<file path="config.mk">
export PLATFORM = sky130hd
export DESIGN_NAME = special_merge_flat
export DESIGN_NICKNAME = d
export VERILOG_FILES = /design/src/rtl/special_merge_pkg.sv /design/src/rtl/special_merge_if.sv /design/src/rtl/special_merge_out_reg.sv /design/src/rtl/special_merge.sv /design/src/flat_wrapper.sv
export SDC_FILE = /design/constraint.sdc
export NUM_CORES = 1
export LEC_CHECK = 0
export ABC_CLOCK_PERIOD_IN_PS = 3250
export CAP_MARGIN = 20
export CORE_AREA = 2 2 115 117
export CTS_BUF_LIST = sky130_fd_sc_hd__clkbuf_16
export DETAILED_ROUTE_END_ITERATION = 12
export DIE_AREA = 0 0 117 119
export GPL_TIMING_DRIVEN = 0
export PLACE_DENSITY = 0.76
export SLEW_MARGIN = 20
export SYNTH_ARGS = -nofsm -noshare
export SYNTH_HDL_FRONTEND = slang
export SYNTH_HIERARCHICAL = 1
export SYNTH_SLANG_ARGS = --single-unit
</file>
<file path="constraint.sdc">
create_clock -name clk -period 3.25 [get_ports clk]
set_clock_uncertainty 0.2 [all_clocks]
set_input_delay 0.325 -clock clk [delete_from_list [all_inputs] [get_ports clk]]
set_output_delay 0.325 -clock clk [all_outputs]
set_load 0.005 [all_outputs]
</file>
<file path="src/rtl/special_merge_pkg.sv">
// special_pkg: shared types and constants for the special_merge block.
//   state_t   - sequencing FSM states (filter rows vs. ifmap packets)
//   ROW_*     - encodings carried on out_filter_row
//   next_row  - successor of a filter row index, wrapping after the last row
package special_pkg;

    typedef enum logic {
        S_FILTER = 1'b0,
        S_IFMAP  = 1'b1
    } state_t;

    localparam logic [2:0] ROW_NONE  = 3'b000;
    localparam logic [2:0] ROW_FIRST = 3'b001;
    localparam logic [2:0] ROW_LAST  = 3'b101;

    function automatic logic [2:0] next_row(input logic [2:0] row);
        return (row == ROW_LAST) ? ROW_FIRST : row + 3'd1;
    endfunction

endpackage

</file>
<file path="src/rtl/special_merge_if.sv">
// special_merge_if: bundle of all valid/ready channels around special_merge.
//   frow1..frow5 : filter row channels, 5*FILTER_WIDTH bit payload
//   ifmap        : ifmap channel (25 bit data, conv location, 2 bit size)
//   out          : merged packet channel with filter/ifmap flag and row tag
// modport master = traffic source/sink side, modport slave = the merger.
interface special_merge_if #(
    parameter int FILTER_WIDTH = 8
);
    localparam int PW = 5 * FILTER_WIDTH;
    localparam int LW = PW - 27;

    logic          frow1_valid;
    logic          frow1_ready;
    logic [PW-1:0] frow1_data;
    logic          frow2_valid;
    logic          frow2_ready;
    logic [PW-1:0] frow2_data;
    logic          frow3_valid;
    logic          frow3_ready;
    logic [PW-1:0] frow3_data;
    logic          frow4_valid;
    logic          frow4_ready;
    logic [PW-1:0] frow4_data;
    logic          frow5_valid;
    logic          frow5_ready;
    logic [PW-1:0] frow5_data;

    logic          ifmap_valid;
    logic          ifmap_ready;
    logic [24:0]   ifmap_data;
    logic [LW-1:0] ifmap_conv_loc;
    logic [1:0]    ifmap_size;

    logic          out_valid;
    logic          out_ready;
    logic [PW-1:0] out_data;
    logic          out_ifmapb_filter;
    logic [2:0]    out_filter_row;

    modport master (
        output frow1_valid, frow1_data, input frow1_ready,
        output frow2_valid, frow2_data, input frow2_ready,
        output frow3_valid, frow3_data, input frow3_ready,
        output frow4_valid, frow4_data, input frow4_ready,
        output frow5_valid, frow5_data, input frow5_ready,
        output ifmap_valid, ifmap_data, ifmap_conv_loc, ifmap_size,
        input  ifmap_ready,
        input  out_valid, out_data, out_ifmapb_filter, out_filter_row,
        output out_ready
    );

    modport slave (
        input  frow1_valid, frow1_data, output frow1_ready,
        input  frow2_valid, frow2_data, output frow2_ready,
        input  frow3_valid, frow3_data, output frow3_ready,
        input  frow4_valid, frow4_data, output frow4_ready,
        input  frow5_valid, frow5_data, output frow5_ready,
        input  ifmap_valid, ifmap_data, ifmap_conv_loc, ifmap_size,
        output ifmap_ready,
        output out_valid, out_data, out_ifmapb_filter, out_filter_row,
        input  out_ready
    );

endinterface

</file>
<file path="src/rtl/special_merge_out_reg.sv">
// pkt_out_reg: one-entry valid/ready output register.
//   clk, rst_n        - clock, synchronous active-low reset
//   in_valid/in_ready - upstream handshake; in_ready never depends on in_valid
//   in_data           - packet to capture
//   out_valid/out_ready/out_data - downstream handshake and held packet
// A drain and a new capture in the same cycle replace the entry without a
// bubble; with out_ready low the entry is frozen and upstream is blocked.
module pkt_out_reg #(
    parameter int WIDTH = 44
) (
    input  logic             clk,
    input  logic             rst_n,
    input  logic             in_valid,
    output logic             in_ready,
    input  logic [WIDTH-1:0] in_data,
    output logic             out_valid,
    input  logic             out_ready,
    output logic [WIDTH-1:0] out_data
);
    logic             valid_reg;
    logic [WIDTH-1:0] data_reg;

    // Ready is held low during reset so nothing is accepted into a register
    // that is being cleared.
    assign in_ready  = rst_n && (!valid_reg || out_ready);
    assign out_valid = valid_reg;
    assign out_data  = data_reg;

    always_ff @(posedge clk) begin
        if (!rst_n) begin
            valid_reg <= 1'b0;
            data_reg  <= '0;
        end else if (in_ready) begin
            valid_reg <= in_valid;
            if (in_valid) begin
                data_reg <= in_data;
            end
        end
    end

endmodule

</file>
<file path="src/rtl/special_merge.sv">
// special_merge: merges five filter-row channels and one ifmap channel into a
// single tagged packet stream.  Rows are taken strictly in order 1..5, then
// IFMAP_PER_FILTER ifmap packets, then the cycle repeats.
//   clk, rst_n - clock, synchronous active-low reset
//   bus        - special_merge_if slave modport (all channels)
// Output packet = {payload, ifmapb_filter, filter_row}; ifmap payload is
// {ifmap_data, ifmap_conv_loc, ifmap_size}.
module special_merge
    import special_pkg::*;
#(
    parameter int FILTER_WIDTH     = 8,
    parameter int IFMAP_PER_FILTER = 16
) (
    input  logic                 clk,
    input  logic                 rst_n,
    special_merge_if.slave       bus
);
    localparam int PW  = 5 * FILTER_WIDTH;
    localparam int PKW = PW + 4;
    localparam logic [7:0] CNT_LAST = 8'(IFMAP_PER_FILTER - 1);

    state_t     state_reg, state_next;
    logic [2:0] row_idx_reg, row_idx_next;
    logic [7:0] ifmap_cnt_reg, ifmap_cnt_next;

    logic [4:0]    frow_valid;
    logic [4:0]    frow_ready;
    logic [4:0]    row_fire;
    logic [PW-1:0] frow_data [5];

    logic           can_accept;
    logic           ifmap_fire;
    logic           pkt_valid;
    logic [PKW-1:0] pkt_in;
    logic [PKW-1:0] pkt_out;
    logic           out_valid_w;

    assign frow_valid = {bus.frow5_valid, bus.frow4_valid, bus.frow3_valid,
                         bus.frow2_valid, bus.frow1_valid};
    assign frow_data[0] = bus.frow1_data;
    assign frow_data[1] = bus.frow2_data;
    assign frow_data[2] = bus.frow3_data;
    assign frow_data[3] = bus.frow4_data;
    assign frow_data[4] = bus.frow5_data;

    assign bus.frow1_ready = frow_ready[0];
    assign bus.frow2_ready = frow_ready[1];
    assign bus.frow3_ready = frow_ready[2];
    assign bus.frow4_ready = frow_ready[3];
    assign bus.frow5_ready = frow_ready[4];

    // Readies are built only from state and the output register's ability to
    // take a packet, so no valid ever loops back to its own ready.  Rows that
    // arrive early simply see ready low until their turn.
    for (genvar gi = 0; gi < 5; gi++) begin : g_row
        assign frow_ready[gi] = can_accept && (state_reg == S_FILTER) &&
                                (row_idx_reg == 3'(gi + 1));
        assign row_fire[gi]   = frow_valid[gi] && frow_ready[gi];
    end

    assign bus.ifmap_ready = can_accept && (state_reg == S_IFMAP);
    assign ifmap_fire      = bus.ifmap_valid && bus.ifmap_ready;

    always_ff @(posedge clk) begin
        if (!rst_n) begin
            state_reg     <= S_FILTER;
            row_idx_reg   <= ROW_FIRST;
            ifmap_cnt_reg <= '0;
        end else begin
            state_reg     <= state_next;
            row_idx_reg   <= row_idx_next;
            ifmap_cnt_reg <= ifmap_cnt_next;
        end
    end

    always_comb begin
        state_next     = state_reg;
        row_idx_next   = row_idx_reg;
        ifmap_cnt_next = ifmap_cnt_reg;
        pkt_valid      = 1'b0;
        pkt_in         = '0;

        case (state_reg)
            S_FILTER: begin
                // At most one row_fire bit can be set: only the current row
                // has its ready asserted.
                for (int k = 0; k < 5; k++) begin
                    if (row_fire[k]) begin
                        pkt_valid = 1'b1;
                        pkt_in    = {frow_data[k], 1'b1, row_idx_reg};
                    end
                end
                if (pkt_valid) begin
                    row_idx_next = next_row(row_idx_reg);
                    if (row_idx_reg == ROW_LAST) begin
                        state_next     = S_IFMAP;
                        ifmap_cnt_next = '0;
                    end
                end
            end
            S_IFMAP: begin
                if (ifmap_fire) begin
                    pkt_valid = 1'b1;
                    pkt_in    = {bus.ifmap_data, bus.ifmap_conv_loc,
                                 bus.ifmap_size, 1'b0, ROW_NONE};
                    if (ifmap_cnt_reg == CNT_LAST) begin
                        state_next     = S_FILTER;
                        ifmap_cnt_next = '0;
                        row_idx_next   = ROW_FIRST;
                    end else begin
                        ifmap_cnt_next = ifmap_cnt_reg + 8'd1;
                    end
                end
            end
            default: begin
                state_next = S_FILTER;
            end
        endcase
    end

    pkt_out_reg #(
        .WIDTH(PKW)
    ) u_out_reg (
        .clk       (clk),
        .rst_n     (rst_n),
        .in_valid  (pkt_valid),
        .in_ready  (can_accept),
        .in_data   (pkt_in),
        .out_valid (out_valid_w),
        .out_ready (bus.out_ready),
        .out_data  (pkt_out)
    );

    assign bus.out_valid = out_valid_w;
    assign {bus.out_data, bus.out_ifmapb_filter, bus.out_filter_row} = pkt_out;

endmodule
</file>
<file path="src/flat_wrapper.sv">
// flat-port wrapper written by rule: the top's interface ports become plain ports
module special_merge_flat import special_pkg::*;
#(
    parameter int FILTER_WIDTH     = 8,
    parameter int IFMAP_PER_FILTER = 16
)
  (clk, rst_n, bus_frow1_valid, bus_frow1_data, bus_frow1_ready, bus_frow2_valid, bus_frow2_data, bus_frow2_ready, bus_frow3_valid, bus_frow3_data, bus_frow3_ready, bus_frow4_valid, bus_frow4_data, bus_frow4_ready, bus_frow5_valid, bus_frow5_data, bus_frow5_ready, bus_ifmap_valid, bus_ifmap_data, bus_ifmap_conv_loc, bus_ifmap_size, bus_ifmap_ready, bus_out_valid, bus_out_data, bus_out_ifmapb_filter, bus_out_filter_row, bus_out_ready);
  special_merge_if #(.FILTER_WIDTH(FILTER_WIDTH)) bus_i ();
  input  logic clk;
  input  logic rst_n;
  input wire logic [$bits(bus_i.frow1_valid)-1:0] bus_frow1_valid;
  input wire logic [$bits(bus_i.frow1_data)-1:0] bus_frow1_data;
  output wire logic [$bits(bus_i.frow1_ready)-1:0] bus_frow1_ready;
  input wire logic [$bits(bus_i.frow2_valid)-1:0] bus_frow2_valid;
  input wire logic [$bits(bus_i.frow2_data)-1:0] bus_frow2_data;
  output wire logic [$bits(bus_i.frow2_ready)-1:0] bus_frow2_ready;
  input wire logic [$bits(bus_i.frow3_valid)-1:0] bus_frow3_valid;
  input wire logic [$bits(bus_i.frow3_data)-1:0] bus_frow3_data;
  output wire logic [$bits(bus_i.frow3_ready)-1:0] bus_frow3_ready;
  input wire logic [$bits(bus_i.frow4_valid)-1:0] bus_frow4_valid;
  input wire logic [$bits(bus_i.frow4_data)-1:0] bus_frow4_data;
  output wire logic [$bits(bus_i.frow4_ready)-1:0] bus_frow4_ready;
  input wire logic [$bits(bus_i.frow5_valid)-1:0] bus_frow5_valid;
  input wire logic [$bits(bus_i.frow5_data)-1:0] bus_frow5_data;
  output wire logic [$bits(bus_i.frow5_ready)-1:0] bus_frow5_ready;
  input wire logic [$bits(bus_i.ifmap_valid)-1:0] bus_ifmap_valid;
  input wire logic [$bits(bus_i.ifmap_data)-1:0] bus_ifmap_data;
  input wire logic [$bits(bus_i.ifmap_conv_loc)-1:0] bus_ifmap_conv_loc;
  input wire logic [$bits(bus_i.ifmap_size)-1:0] bus_ifmap_size;
  output wire logic [$bits(bus_i.ifmap_ready)-1:0] bus_ifmap_ready;
  output wire logic [$bits(bus_i.out_valid)-1:0] bus_out_valid;
  output wire logic [$bits(bus_i.out_data)-1:0] bus_out_data;
  output wire logic [$bits(bus_i.out_ifmapb_filter)-1:0] bus_out_ifmapb_filter;
  output wire logic [$bits(bus_i.out_filter_row)-1:0] bus_out_filter_row;
  input wire logic [$bits(bus_i.out_ready)-1:0] bus_out_ready;
  assign bus_i.frow1_valid = bus_frow1_valid;
  assign bus_i.frow1_data = bus_frow1_data;
  assign bus_frow1_ready = bus_i.frow1_ready;
  assign bus_i.frow2_valid = bus_frow2_valid;
  assign bus_i.frow2_data = bus_frow2_data;
  assign bus_frow2_ready = bus_i.frow2_ready;
  assign bus_i.frow3_valid = bus_frow3_valid;
  assign bus_i.frow3_data = bus_frow3_data;
  assign bus_frow3_ready = bus_i.frow3_ready;
  assign bus_i.frow4_valid = bus_frow4_valid;
  assign bus_i.frow4_data = bus_frow4_data;
  assign bus_frow4_ready = bus_i.frow4_ready;
  assign bus_i.frow5_valid = bus_frow5_valid;
  assign bus_i.frow5_data = bus_frow5_data;
  assign bus_frow5_ready = bus_i.frow5_ready;
  assign bus_i.ifmap_valid = bus_ifmap_valid;
  assign bus_i.ifmap_data = bus_ifmap_data;
  assign bus_i.ifmap_conv_loc = bus_ifmap_conv_loc;
  assign bus_i.ifmap_size = bus_ifmap_size;
  assign bus_ifmap_ready = bus_i.ifmap_ready;
  assign bus_out_valid = bus_i.out_valid;
  assign bus_out_data = bus_i.out_data;
  assign bus_out_ifmapb_filter = bus_i.out_ifmapb_filter;
  assign bus_out_filter_row = bus_i.out_filter_row;
  assign bus_i.out_ready = bus_out_ready;
  special_merge #(.FILTER_WIDTH(FILTER_WIDTH), .IFMAP_PER_FILTER(IFMAP_PER_FILTER)) u_core (.clk(clk), .rst_n(rst_n), .bus(bus_i));
endmodule
</file>
# Yosys cells after proc, flatten, opt, wreduce, memory -nomap -nowiden
# Index checks and enable logic that the tools add are counted.
# word_totals
in_bits	249
wordCells	67
reg_bits	57
out_inout_bits	51
# classes
n_reduce_logical	19
eq_ne	10
muxes	30
n_addsub	2
bitwise_logic	1
# op_table
op	count
44-bit 2-to-1 mux	6
44-bit case mux with 2 select lines	1
8-bit 2-to-1 mux	4
8-bit case mux with 2 select lines	1
1-bit logical AND	14
3-bit 2-to-1 mux	4
1-bit 2-to-1 mux	11
8-bit by 1-bit adder with 8-bit output (second input constant)	1
8-bit by 4-bit == test with 1-bit output (second input constant)	1
2-bit inequality test (second input constant)	4
3-bit by 2-bit == test with 1-bit output (second input constant)	2
3-bit == test (second input constant)	2
3-bit case mux with 2 select lines	1
3-bit AND reduction	2
1-bit case mux with 2 select lines	2
3-bit by 1-bit adder with 3-bit output (second input constant)	1
3-bit by 1-bit == test with 1-bit output (second input constant)	1
2-bit AND reduction	1
1-bit logical NOT	1
1-bit logical OR	1
1-bit NOT	1

# Longest topological paths before layout
# Gate-level depths: netlist (run 1).
# depth
ltp_word	14
mapped_depth	13
depth_no_buf	9

# Hierarchy
# The synthesis (run 1) kept the hierarchy.
# by_module_without_submodules
mod	area_each_um2	cells_per_inst	seq_area_each_um2	n_inst
special_merge	2348.5	346	240.2	1
pkt_out_reg	1854.3	197	900.9	1

# Worst setup path before layout (run 1)
# Ideal clock, no wire load.
# synth_timing
path_type	input to register
from	input port rst_n
to	register u_core.u_out_reg.data_reg[0], in the netlist u_core/u_out_reg/out_data[0]
n_path_buf	6
arrival_time_ns	2.522
required_ns	2.932
setup_slack_ns	0.410
setup_ns	0.118
cell_stages	13
path_cell_list	buf_2 -> buf_2 -> and2_2 -> buf_2 -> and4b_1 -> buf_2 -> a31o_4 -> a311oi_4 -> nand2_1 -> and2_4 -> buf_12 -> buf_12 -> mux2i_1
# synth_between
elab_chain_cells	12
elab_cells_between_ends	29
classes_between	mux (14); reduce/logical (15)
# synth_lines
element	line	source
from (decl)	flat_wrapper.sv:10	input logic rst_n;
1-bit logical AND (*)	special_merge_out_reg.sv:25	assign in_ready = rst_n && (!valid_reg || out_ready);
via u_core.can_accept	special_merge.sv:31	logic can_accept;
1-bit logical AND (2 in a row)	special_merge.sv:56	assign frow_ready[gi] = can_accept && (state_reg == S_FILTER) &&
1-bit logical AND	special_merge.sv:58	assign row_fire[gi] = frow_valid[gi] && frow_ready[gi];
1-bit 2-to-1 mux (5 in a row)	special_merge.sv:88	if (row_fire[k]) begin
1-bit 2-to-1 mux	special_merge.sv:83	case (state_reg)
1-bit case mux with 2 select lines (*)	special_merge.sv:83	
via u_core.pkt_valid	special_merge.sv:33	logic pkt_valid;
2-bit AND reduction (no source line) (*)	--	
to (signal assigned)	special_merge_out_reg.sv:36	data_reg <= in_data;
to (decl)	special_merge_out_reg.sv:21	logic [WIDTH-1:0] data_reg;
# Mark *: on every way through the listed nets, which the timed path passes. The rest lies on a longest branch. The select of a mux whose other input is x is not followed.
# A chain may end at the register's enable or synchronous reset.

# Final worst setup path (run 1)
# layout_timing
from	input port bus_out_ready
to	register u_core.u_out_reg.data_reg[30], in the netlist u_core/u_out_reg/out_data[30]
# layout_between
elab_cells_between_ends	31
classes_between	mux (15); reduce/logical (16)
# layout_lines
element	line	source
from (decl)	flat_wrapper.sv:35	input wire logic [$bits(bus_i.out_ready)-1:0] bus_out_ready;
1-bit logical OR (*)	special_merge_out_reg.sv:25	
1-bit logical AND (*)	special_merge_out_reg.sv:25	
via u_core.can_accept	special_merge.sv:31	
1-bit logical AND (2 in a row)	special_merge.sv:56	
1-bit logical AND	special_merge.sv:58	
44-bit 2-to-1 mux (5 in a row)	special_merge.sv:88	
44-bit case mux with 2 select lines (*)	special_merge.sv:83	
via u_core.pkt_in[30]	special_merge.sv:34	logic [PKW-1:0] pkt_in;
# Marked as above.

==> summary.md, run 1 <==
| Metric | Value |
|---|---|
| Area fraction of the dominant cell type after synthesis | 27.15% |
| Worst-margin pin slew | 0.6085 ns |
| Ports | 300 |
| Synthesized cell area | 4203 um2 |
| Final wirelength | approximately 21000 um |
| Minimum clock period | 2.912 ns |
| Worst path required time | 3.26 ns |
| Main synth FF type | dfxtp_1 |
| Synthesized flop and latch total | 57 |
| Ranking of synthesized cells by area | dfxtp_1 27%, nand2_1 12%, mux2i_1 11% |
| EDFF count, synth | 0 |
| Crit path cell chain | clkdlybuf4s50_1 > nand2b_4 > and2_2 > buf_2 > and4b_1 > clkbuf_4 > a31o_4 > clkbuf_4 > a221oi_1 > nor4_1 > a221o_1 > nand2_1 > mux2i_1 |
| Maximum VDD drop | about 250 uV |
| Clk Latency, worst-skew pair | 0.33 ns |
| Via count | 5739 |
| Min-Delay Path Class | reg -> reg |
| Die Footprint | around 14000 um2 |
| Synth warnings | 6 |
| Drc violations | 0 |
| Power consumption | slightly above 0.003 W |
| Slowest stage cell on the critical path | clkdlybuf4s50_1 |
| # H-tree levels | 3 |
| CP Capture Type | flip-flop |
| Data arrival time of the critical path | 2.92 ns |
| Setup CP Type | in -> reg |
| Cells after DPL | ~1000 |
| Post-Syn Instances | 543 |
| Max-cap violations | 0 |
| PD cells | 383.5 nW/um2 |
| TritonCTS clock tree | yes |
| CTS Sinks | 57 |
| Syn nets | 794 |
| Row count | 42 |
| Non-Filler Instances | 1035 |
| Crit start category | primary input |
| Post-CTS Hold Fix Bufs | 0 |
| Core occupancy in the finished layout | approximately three fifths |
| Clock transition at the registers of the reported paths | 0.05 ns |
| Die width | 117 um |
| First-pass GRT wire length | 31750 um |
| DRT iter0 DRCs | 364 |
| Final setup viols | 0 |
| Yosys cell types | 46 |
| Largest net degree at the start of global routing | 11 |
| Final Slew Violations | 0 |
| Drt wl/cell | 20.46 um |
| Max_slew headroom | 59.44% |
| CP most frequent cell | clkbuf_4 |
| Port Buffers | 299 |
| Buffers & Inverters on Critical Path | 4 |
| Asr flop ratio synth | 0% |
| Mean Syn Cell Area | 7.740 um2 |
| RSZ-0062 raised after global routing | false |
| Fin. Hold Viols | 0 |
| Leak pwr | ~2.9 nW |
| Syn-to-layout area delta | 89.37% |
| GRT Overall Usage | 29.70% |
| Initial antenna violation count | 1 |
| DRT Pass-1 Iters | 5 |
| CTS root buffer | clkbuf_16 |
| Layout cells sized above 1 | 9.197% |
| GRT Residual Overflow | 0 |
| Avg Vias per Cell | 5.545 |
| Critical path fanouts, max | 10 |
| Die height | around 120 um |
| Tcrit/Tclk final | 89.59% |
| Fin nets | 1105 |
| Clk buf depth | 2 |
| CTS Buf Count | 9 |
| Crit-path leading delay family | buffers and inverters |
| Number of flip-flops in the largest register | 44 |
| # diodes | 0 |
| Core Area | 12870 um2 |
| Vias in the first global route | 5921 |
| Post-DP HPWL | 16810 um |
| Status | finished clean |
| Fmax | about 0.34 GHz |
| Routability Congestion | between 0.9 and 1 |
| Final hold slack | 0.2553 ns |
| Final ANT Viol Nets | 0 |
| Crit-path max cell delay | 0.39 ns |
| Starting Density | 32.64% |
| Sequential area share after synthesis | 27.15% |
| Post-synth top area cell | dfxtp_1 |
## through the flow
stage	TNS [ns]	setup slack [ns]	instance area, um2
6_report	0	0.3384	7959
5_1_grt	0	0.2567	7959
4_1_cts	0	0.002312	7903
3_5_place_dp	-46.71	-1.277	7416
3_3_place_gp	-43.51	-1.244	7416
2_1_floorplan	0	0.4099	4203
## layer usage
| metal | up-vias | track usage [%] | wire [um] |
|---|---|---|---|
| met5 | - | 0 | 13 |
| met1 | 2681 | 33.91 | 8062 |
| met4 | 2 | 12.57 | 730 |
| li1 | 2683 | - | - |
| met3 | 52 | 7.379 | 1873 |
| met2 | 321 | 51.84 | 10500 |
## what timing repair did
item	CTS	global route
buffers inserted	4	1
pin swaps	4	1
gates resized for setup	33	30
endpoints found under the hold margin	0	0
endpoints found under the setup margin	52	46
## cells by family (layout without fill, tap and decap cells)
logic type / Yosys count / after routing / synth area share (%)
simple gates: 242 / 242 / 26.17
compound gates: 134 / 134 / 27.18
buf+inv: 61 / 377 / 7.651
flops: 57 / 57 / 27.15
mux: 47 / 47 / 11.25
fa+ha+maj: 2 / 2 / 0.5953
## worst reg2reg max path: stages, from the launching register on
cell and delay (ns):
dfxtp_1 0.29, buf_2 0.18, and2_1 0.19, ha_1 0.21, and4b_1 0.21, clkbuf_4 0.19
a31o_4 0.26, clkbuf_4 0.23, a221oi_1 0.29, nor4_1 0.08, a221o_1 0.31, nand2_1 0.08
mux2i_1 0.07
## cell usage in the layout (no fill, tap or decap), types with 11 or more instances in the layout
master	n
a221o_1	41
a22oi_1	27
clkbuf_1	13
clkbuf_2	15
clkdlybuf4s50_1	298
dfxtp_1	57
mux2i_1	45
nand2_1	131
nand3_1	35
nor2_1	20
nor3_1	17
nor4_1	11
o211ai_1	27
## final cells by class
cell class	instances	area, um2
clock inverters	7	132.6
inverters	6	22.52
multi-input cells	425	2831
well taps	176	220.2
repair buffers	304	3033
fillers	1153	4916
clock buffers	9	225.2
flip-flops and latches	57	1141
plain buffers	51	352.8
## cell usage after synthesis (2+ instances only)
| library cell | instances |
|---|---|
| a21oi_1 | 4 |
| a221o_1 | 41 |
| a221oi_1 | 13 |
| a22oi_1 | 27 |
| a31oi_1 | 2 |
| and2_1 | 4 |
| and3_1 | 5 |
| and3b_1 | 2 |
| buf_1 | 2 |
| buf_12 | 5 |
| buf_2 | 9 |
| clkbuf_1 | 39 |
| dfxtp_1 | 57 |
| ha_1 | 2 |
| inv_1 | 5 |
| mux2_2 | 2 |
| mux2i_1 | 45 |
| nand2_1 | 131 |
| nand2b_1 | 2 |
| nand3_1 | 35 |
| nand4b_1 | 2 |
| nor2_1 | 21 |
| nor2b_1 | 2 |
| nor3_1 | 17 |
| nor4_1 | 15 |
| o211ai_1 | 27 |
| o21ai_0 | 3 |
| o22ai_1 | 5 |
| o41a_1 | 2 |
## report_power, final
part           internal [W]  switching, W  total [W]
Sequential         0.000742     0.0000226   0.000764
Clock              0.000819      0.000326    0.00115
Combinational      0.000658      0.000484    0.00114
Total               0.00222      0.000833    0.00305
## final timing paths
kind,slack [ns],startpoint,end,depth (start not counted)
setup / recovery,0.34,bus_out_ready,u_core/u_out_reg/out_data[30],13
hold / removal,0.26,u_core/u_out_reg/out_data[35],u_core/u_out_reg/out_data[35],2
setup reg to reg,0.35,u_core/row_idx_reg[0],u_core/u_out_reg/out_data[30],12
hold reg to reg,0.26,u_core/u_out_reg/out_data[35],u_core/u_out_reg/out_data[35],2
Power figures use the tool's default switching activity.
==> run 2: changes to the inputs <==
--- a/config.mk
+++ b/config.mk
@@ -13,6 +13,7 @@
 export DIE_AREA = 0 0 117 119
 export GPL_TIMING_DRIVEN = 0
 export PLACE_DENSITY = 0.76
+export REMOVE_ABC_BUFFERS = 1
 export SLEW_MARGIN = 20
 export SYNTH_ARGS = -nofsm -noshare
 export SYNTH_HDL_FRONTEND = slang
==> constraint.sdc (replaced) <==
create_clock -name clk -period 3.25 [get_ports clk]
set_clock_uncertainty 0.2 [all_clocks]
set_input_delay 0.65 -clock clk [delete_from_list [all_inputs] [get_ports clk]]
set_output_delay 0.65 -clock clk [all_outputs]
set_load 0.005 [all_outputs]
==> run 2 against run 1 <==
Effect of this change:
- combinational power decreased by 4%
- highest routed layer is now met4
- maximum frequency decreased by 7.9%
- count of clock-buffer cells in the layout unchanged
- die area unchanged
- utilization decreased by 0.78 points
==> summary.md, run 2 (same netlist as run 1, synthesis figures left out) <==
| Metric | Value |
|---|---|
| Status | finished clean |
| Post-CTS Hold Fix Bufs | 0 (unchanged) |
| Data arrival time of the critical path | 3.20 ns (+0.28 ns) |
| Fin nets | 1080 (-2.3%) |
| Reg power frac | 26.6% (+1.6 points) |
| CTS root buffer | clkbuf_16 |
| Non-Filler Instances | 1010 (-2.4%) |
| Ports | 300 (unchanged) |
| Pint | 0.002111 W (-4.9%) |
| PD cells | 374.9 nW/um2 (-2.2%) |
| Die Footprint | 13920 um2 (unchanged) |
| Cells after DPL | 979 (-3.8%) |
| Crit start category | primary input |
| Via count | 5768 (+0.51%) |
| Port Buffers | 299 (unchanged) |
| GRT Overall Usage | 27.58% (-2.1 points) |
| Avg Vias per Cell | 5.711 (+3.0%) |
| Max-cap violations | 0 (unchanged) |
| Final Slew Violations | 0 (unchanged) |
| # diodes | 0 (unchanged) |
| DRT Pass-1 Iters | 7 (+2) |
| Clk Latency, worst-skew pair | 0.32 ns (about the same) |
| Routability Congestion | 0.9050 (-5.4%) |
| Min-Delay Path Class | reg -> reg |
| GRT Residual Overflow | 0 (unchanged) |
| First-pass GRT wire length | 29590 um (-6.8%) |
| Commonest non-fill, non-tap cells in the layout | 298 x clkdlybuf4s50_1, 131 x nand2_1, 57 x dfxtp_1 |
| Clock share of power | 36.2% (-1.3 points) |
| Die width | 117 um (unchanged) |
| Maximum VDD drop | 234.1 uV (-5.0%) |
| Starting Density | 32.64% (unchanged) |
| Reg-to-reg slack, setup | 0.17 ns (-0.18 ns) |
| Core Area | 12870 um2 (unchanged) |
| CP Capture Type | flip-flop |
| Design area | 7859 um2 (-1.3%) |
| CTS Buf Count | 9 (unchanged) |
| Row count | 42 (unchanged) |
| Worst-margin pin slew | 0.7037 ns (+0.09524 ns) |
| Final ANT Viol Nets | 0 (unchanged) |
| Final wirelength | 20730 um (-2.1%) |
| # H-tree levels | 3 (unchanged) |
| DRT iter0 DRCs | 422 (+16%) |
| Drc violations | 0 (unchanged) |
| Worst path required time | 3.29 ns (+0.03 ns) |
| Largest net degree at the start of global routing | 55 (+44) |
| Register Area | 1141 um2 (unchanged) |
| Layout cells sized above 1 | 7.794% (-1.4 points) |
| Drt wl/cell | 20.53 um (+0.30%) |
| Number of flip-flops in the largest register | 44 (unchanged) |
| Fmax | 0.3164 GHz (-7.9%) |
| Multi-input gate area | 2840 um2 (+0.31%) |
| Most common cell after layout, fill and taps aside | clkdlybuf4s50_1 |
| Syn-to-layout area delta | 86.99% |
| TritonCTS clock tree | yes |
| Switching power total | 0.0008350 W (+0.21%) |
| Comb power frac | 37.2% (-0.2 points) |
| Max_slew headroom | 53.02% (-6.4 points) |
| Critical path fanouts, max | 14 (+4) |
| Dpl cell area | 7353 um2 (-0.84%) |
| Initial antenna violation count | 0 (-1) |
| Vias in the first global route | 5569 (-5.9%) |
| Tcrit/Tclk final | 97.26% (+7.7 points) |
| Die height | 119 um (unchanged) |
| Minimum clock period | 3.161 ns (+0.2493 ns) |
| Fillers | 1133 (-1.7%) |
| Clock transition at the registers of the reported paths | 0.05 ns (about the same) |
| Post-DP HPWL | 14630 um (-13%) |
| RSZ-0062 raised after global routing | false |
| CTS Sinks | 57 (unchanged) |
| Sw Ratio | 28.34% (+1.0 points) |
| Fin. Hold Viols | 0 (unchanged) |
| Setup CP Type | in -> reg |
| Final setup viols | 0 (unchanged) |
| Leak pwr | 2.816 nW (-2.6%) |
| Clk buf depth | 2 (unchanged) |
==> run 2: changes by cell type in the layout (fill, tap and decap cells not counted), moves of 4 or more <==
cell,before,now
clkbuf_2,15,0
clkbuf_1,13,0
buf_4,7,14
clkbuf_4,7,1
buf_2,6,1
buf_6,0,5
a221oi_1,9,13
and2_4,1,5
==> run 2: timing repair <==
action                                  4_1_cts  5_1_grt
cloned                                        3        2
setup buffers                                 7        5
pin swaps                                     4        3
gates resized for setup                       6        7
endpoints found under the setup margin       46       44
==> run 2: through the flow <==
step                      util, %  setup WS, ns  total power [W]  hold slack [ns]  TNS, ns
after floorplan                 -        -1.914         0.001226           0.2420   -85.54
after global placement      55.28        -8.568         0.001743           0.2419  -423.59
after detailed placement    57.11       -0.8467         0.001785           0.2491   -38.45
after CTS                   60.49       0.01159         0.002916           0.2561        0
after global routing        61.04       0.02169         0.003075           0.2747        0
final                       61.04       0.08911         0.002946           0.2533        0
==> run 2: per-layer routing <==
metal,up-vias,part of all wire (%),track usage [%]
met5,-,0,0
met4,0,2.3,9.338
met3,57,10,7.125
met2,332,50,48.19
met1,2744,38,32.28
li1,2635,-,-
==> run 2: area by class of cell <==
| class | instances | share of cell area [%] |
|---|---|---|
| Inverter | 6 | 0.2866 |
| Tap cell | 176 | 2.802 |
| Clock buffer | 9 | 2.866 |
| Multi-Input combinational cell | 430 | 36.14 |
| Clock inverter | 7 | 1.401 |
| Timing Repair Buffer | 325 | 41.98 |
| Sequential cell | 57 | 14.52 |
==> run 2: critical path, cell delays in order <==
cell	delay, ns
clkdlybuf4s50_1	0.40
nand2b_4	0.19
and2_4	0.20
and4b_4	0.28
a31o_4	0.32
a311oi_4	0.32
nand2_1	0.26
and2_4	0.24
buf_4	0.16
mux2i_1	0.17
==> run 2: worst paths after layout <==
| path | endpoint | from | depth (start not counted) |
|---|---|---|---|
| worst max-delay path | u_core/u_out_reg/out_data[41] | bus_out_ready | 10 |
| worst min-delay path | u_core/u_out_reg/out_data[40] | u_core/u_out_reg/out_data[40] | 2 |
| worst max register to register | u_core/u_out_reg/out_data[41] | u_core/row_idx_reg[1] | 9 |
| worst min register to register | u_core/u_out_reg/out_data[40] | u_core/u_out_reg/out_data[40] | 2 |
==> run 2: power by group through the flow <==
stage	Combinational [W]	Sequential (W)	Clock, W
after CTS	0.00105	0.000782	0.00109
after global routing	0.00116	0.000790	0.00112
final	0.00110	0.000784	0.00107
after floorplan	0.000437	0.000789	0
after detailed placement	0.000990	0.000795	0
after global placement	0.000953	0.000790	0
==> variant, RTL diff (config.mk and constraints of run 1) <==
`FILTER_WIDTH` is set to 8 in 3 places; all go to 7.
--- a/src/rtl/special_merge_if.sv
+++ b/src/rtl/special_merge_if.sv
@@ -6,3 +6,3 @@
 interface special_merge_if #(
-    parameter int FILTER_WIDTH = 8
+    parameter int FILTER_WIDTH = 7
 );
--- a/src/rtl/special_merge.sv
+++ b/src/rtl/special_merge.sv
@@ -10,3 +10,3 @@
 #(
-    parameter int FILTER_WIDTH     = 8,
+    parameter int FILTER_WIDTH     = 7,
     parameter int IFMAP_PER_FILTER = 16
--- a/src/flat_wrapper.sv
+++ b/src/flat_wrapper.sv
@@ -3,3 +3,3 @@
 #(
-    parameter int FILTER_WIDTH     = 8,
+    parameter int FILTER_WIDTH     = 7,
     parameter int IFMAP_PER_FILTER = 16
Ports: changed (7 resized); port bits go from 300 to 265. The function was not compared with the original's and may differ.
==> variant against run 1 <==
- routed wire length decreased by 12%
- setup slack worse by 210 ps
- worst hold slack better by 1.0 ps
- cell area decreased by 12%
- critical path depth is 2 lower
- area after synthesis shrank 7.7%
- power decreased by 30%
- global-route usage down 4.4 points
- register-to-register slack worse by 30 ps
- final cell count decreased by 7.8%
- utilization is 7.3 points lower
- sequential cell count fell by 5
- critical path type unchanged
==> variant: results (changes against run 1) <==
CTS
  – CTS HTree Levels: 2 (-1)
  – Clock transition at path regs: 70 ps (+20 ps)
  – Worst-Skew Late Latency: 290 ps (-40 ps)

Route
  – Starting DRT DRC Count: 400 (+9.9%)
  – Wire per inst: 19.6 µm (-4.2%)
  – Routed wl met2: 8.93 mm (-15%)
  – Top Layer Used: met4
  – DRT Pass-1 Iters: 6 (+1)

Yosys
  – Syn Inst Count: 502 (-7.6%)
  – Synth top area cells: dfxtp_1 (27%), nand2_1 (11%), mux2i_1 (10%)
  – Synth cell types: 49 (+6.5%)
  – Commonest cells in the netlist: nand2_1 (110), dfxtp_1 (52), nor2_1 (41)
  – Sequential share of the synthesized area: 26.8% (-0.31 points)

Critical path
  – Highest-delay cell along the critical path: or4_1
  – Max stage delay on crit path: 530 ps (+140 ps)
  – Cells on worst reg2reg path: 10 (-2)
  – Reg-to-Reg Start: u_core/row_idx_reg[1]
  – Reg2reg end: u_core/u_out_reg/out_data[37]

Run status
  – Status: completed

Power
  – Maximum VDD drop: 0.304 mV (+23%)
  – Clock power frac: 28.3% (-9.2 points)
  – P_leak: 2.63 nW (-9.1%)

Layout
  – Plain + repair buffers: 318 (-10%)
  – Nets: 998 (-9.7%)
  – FFs & Latches: 52 (-8.8%)
  – Post-Layout Cell Count: 954 (-7.8%)
  – Layout cells sized above 1: 8.23% (-0.97 points)
  – Fillers: 1260 (+9.3%)
  – # clk buffers: 5 (-4)
  – Multi-In Gates: 395 (-7.1%)

Timing
  – Tightest Pin Transition: 648 ps (+39.6 ps)

Placement
  – Place WS: -1220 ps (+57.1 ps)
  – Placed Cells: 942 (-7.5%)
  – Port Buffers: 264 (-12%)
  – Hpwl dp: 14.5 mm (-14%)

GRT
  – Total track usage: 25.3% (-4.4 points)
  – Routing usage on met1: 30.5% (-3.4 points)
  – Vias in the first global route: 4940 (-17%)
  – Largest net degree at the start of global routing: 17 (+6)
  – Routing usage on met3: 5.80% (-1.6 points)
  – Initial antenna violation count: 0 (-1)

Min path
  – Worst Hold Launch: u_core/u_out_reg/out_data[15]
  – Worst Hold Path EP: u_core/u_out_reg/out_data[15]
==> variant: changes by cell type in the layout (fill, tap and decap cells not counted), moves of 10 or more <==
cell and delta:
a221o_1 -25, a221oi_1 +26, a222oi_1 +19, a22oi_1 -27
clkbuf_2 -10, clkdlybuf4s50_1 -34, nand2_1 -22, nand3_1 -29
nor2_1 +21, o211ai_1 -23, or3_1 +18
==> variant: cells by family (layout without fill, tap and decap cells) <==
logic type | Yosys count | after routing | synth area share, %
DFF | 52 | 52 | 26.8
AOI/OAI and AO/OA | 96 | 96 | 21.7
adders and majority gates | 2 | 2 | 0.645
muxes | 40 | 40 | 10.4
and+or+nand+nor | 257 | 257 | 33.5
buffers and inverters | 55 | 331 | 6.94
==> variant: what timing repair did <==
action	CTS	global route
gates cloned	0	0
buffers inserted	3	2
gates resized for setup	22	14
pin swaps	1	0
endpoints found under the setup margin	53	35
==> variant: worst max path at each step <==
stage | start | to | slack, ps | depth (start not counted)
2_1_floorplan | rst_n | u_core/u_out_reg/out_data[24] | 540 | 12
3_3_place_gp | rst_n | u_core/u_out_reg/out_data[26] | -1170 | 12
3_5_place_dp | rst_n | u_core/u_out_reg/out_data[36] | -1220 | 12
4_1_cts | rst_n | u_core/u_out_reg/out_data[14] | 1 | 13
5_1_grt | rst_n | u_core/u_out_reg/out_data[33] | 6 | 13
6_report | rst_n | u_core/u_out_reg/out_data[37] | 130 | 11
==> variant: worst reg2reg max path, stage by stage, from the launching register on <==
cell,delay [ps]
dfxtp_1,390
clkbuf_1,290
and2_1,180
ha_1,150
and4b_1,270
clkbuf_1,480
a221oi_1,130
or4_1,530
nand2_1,70
nand2_1,50
mux2i_1,140
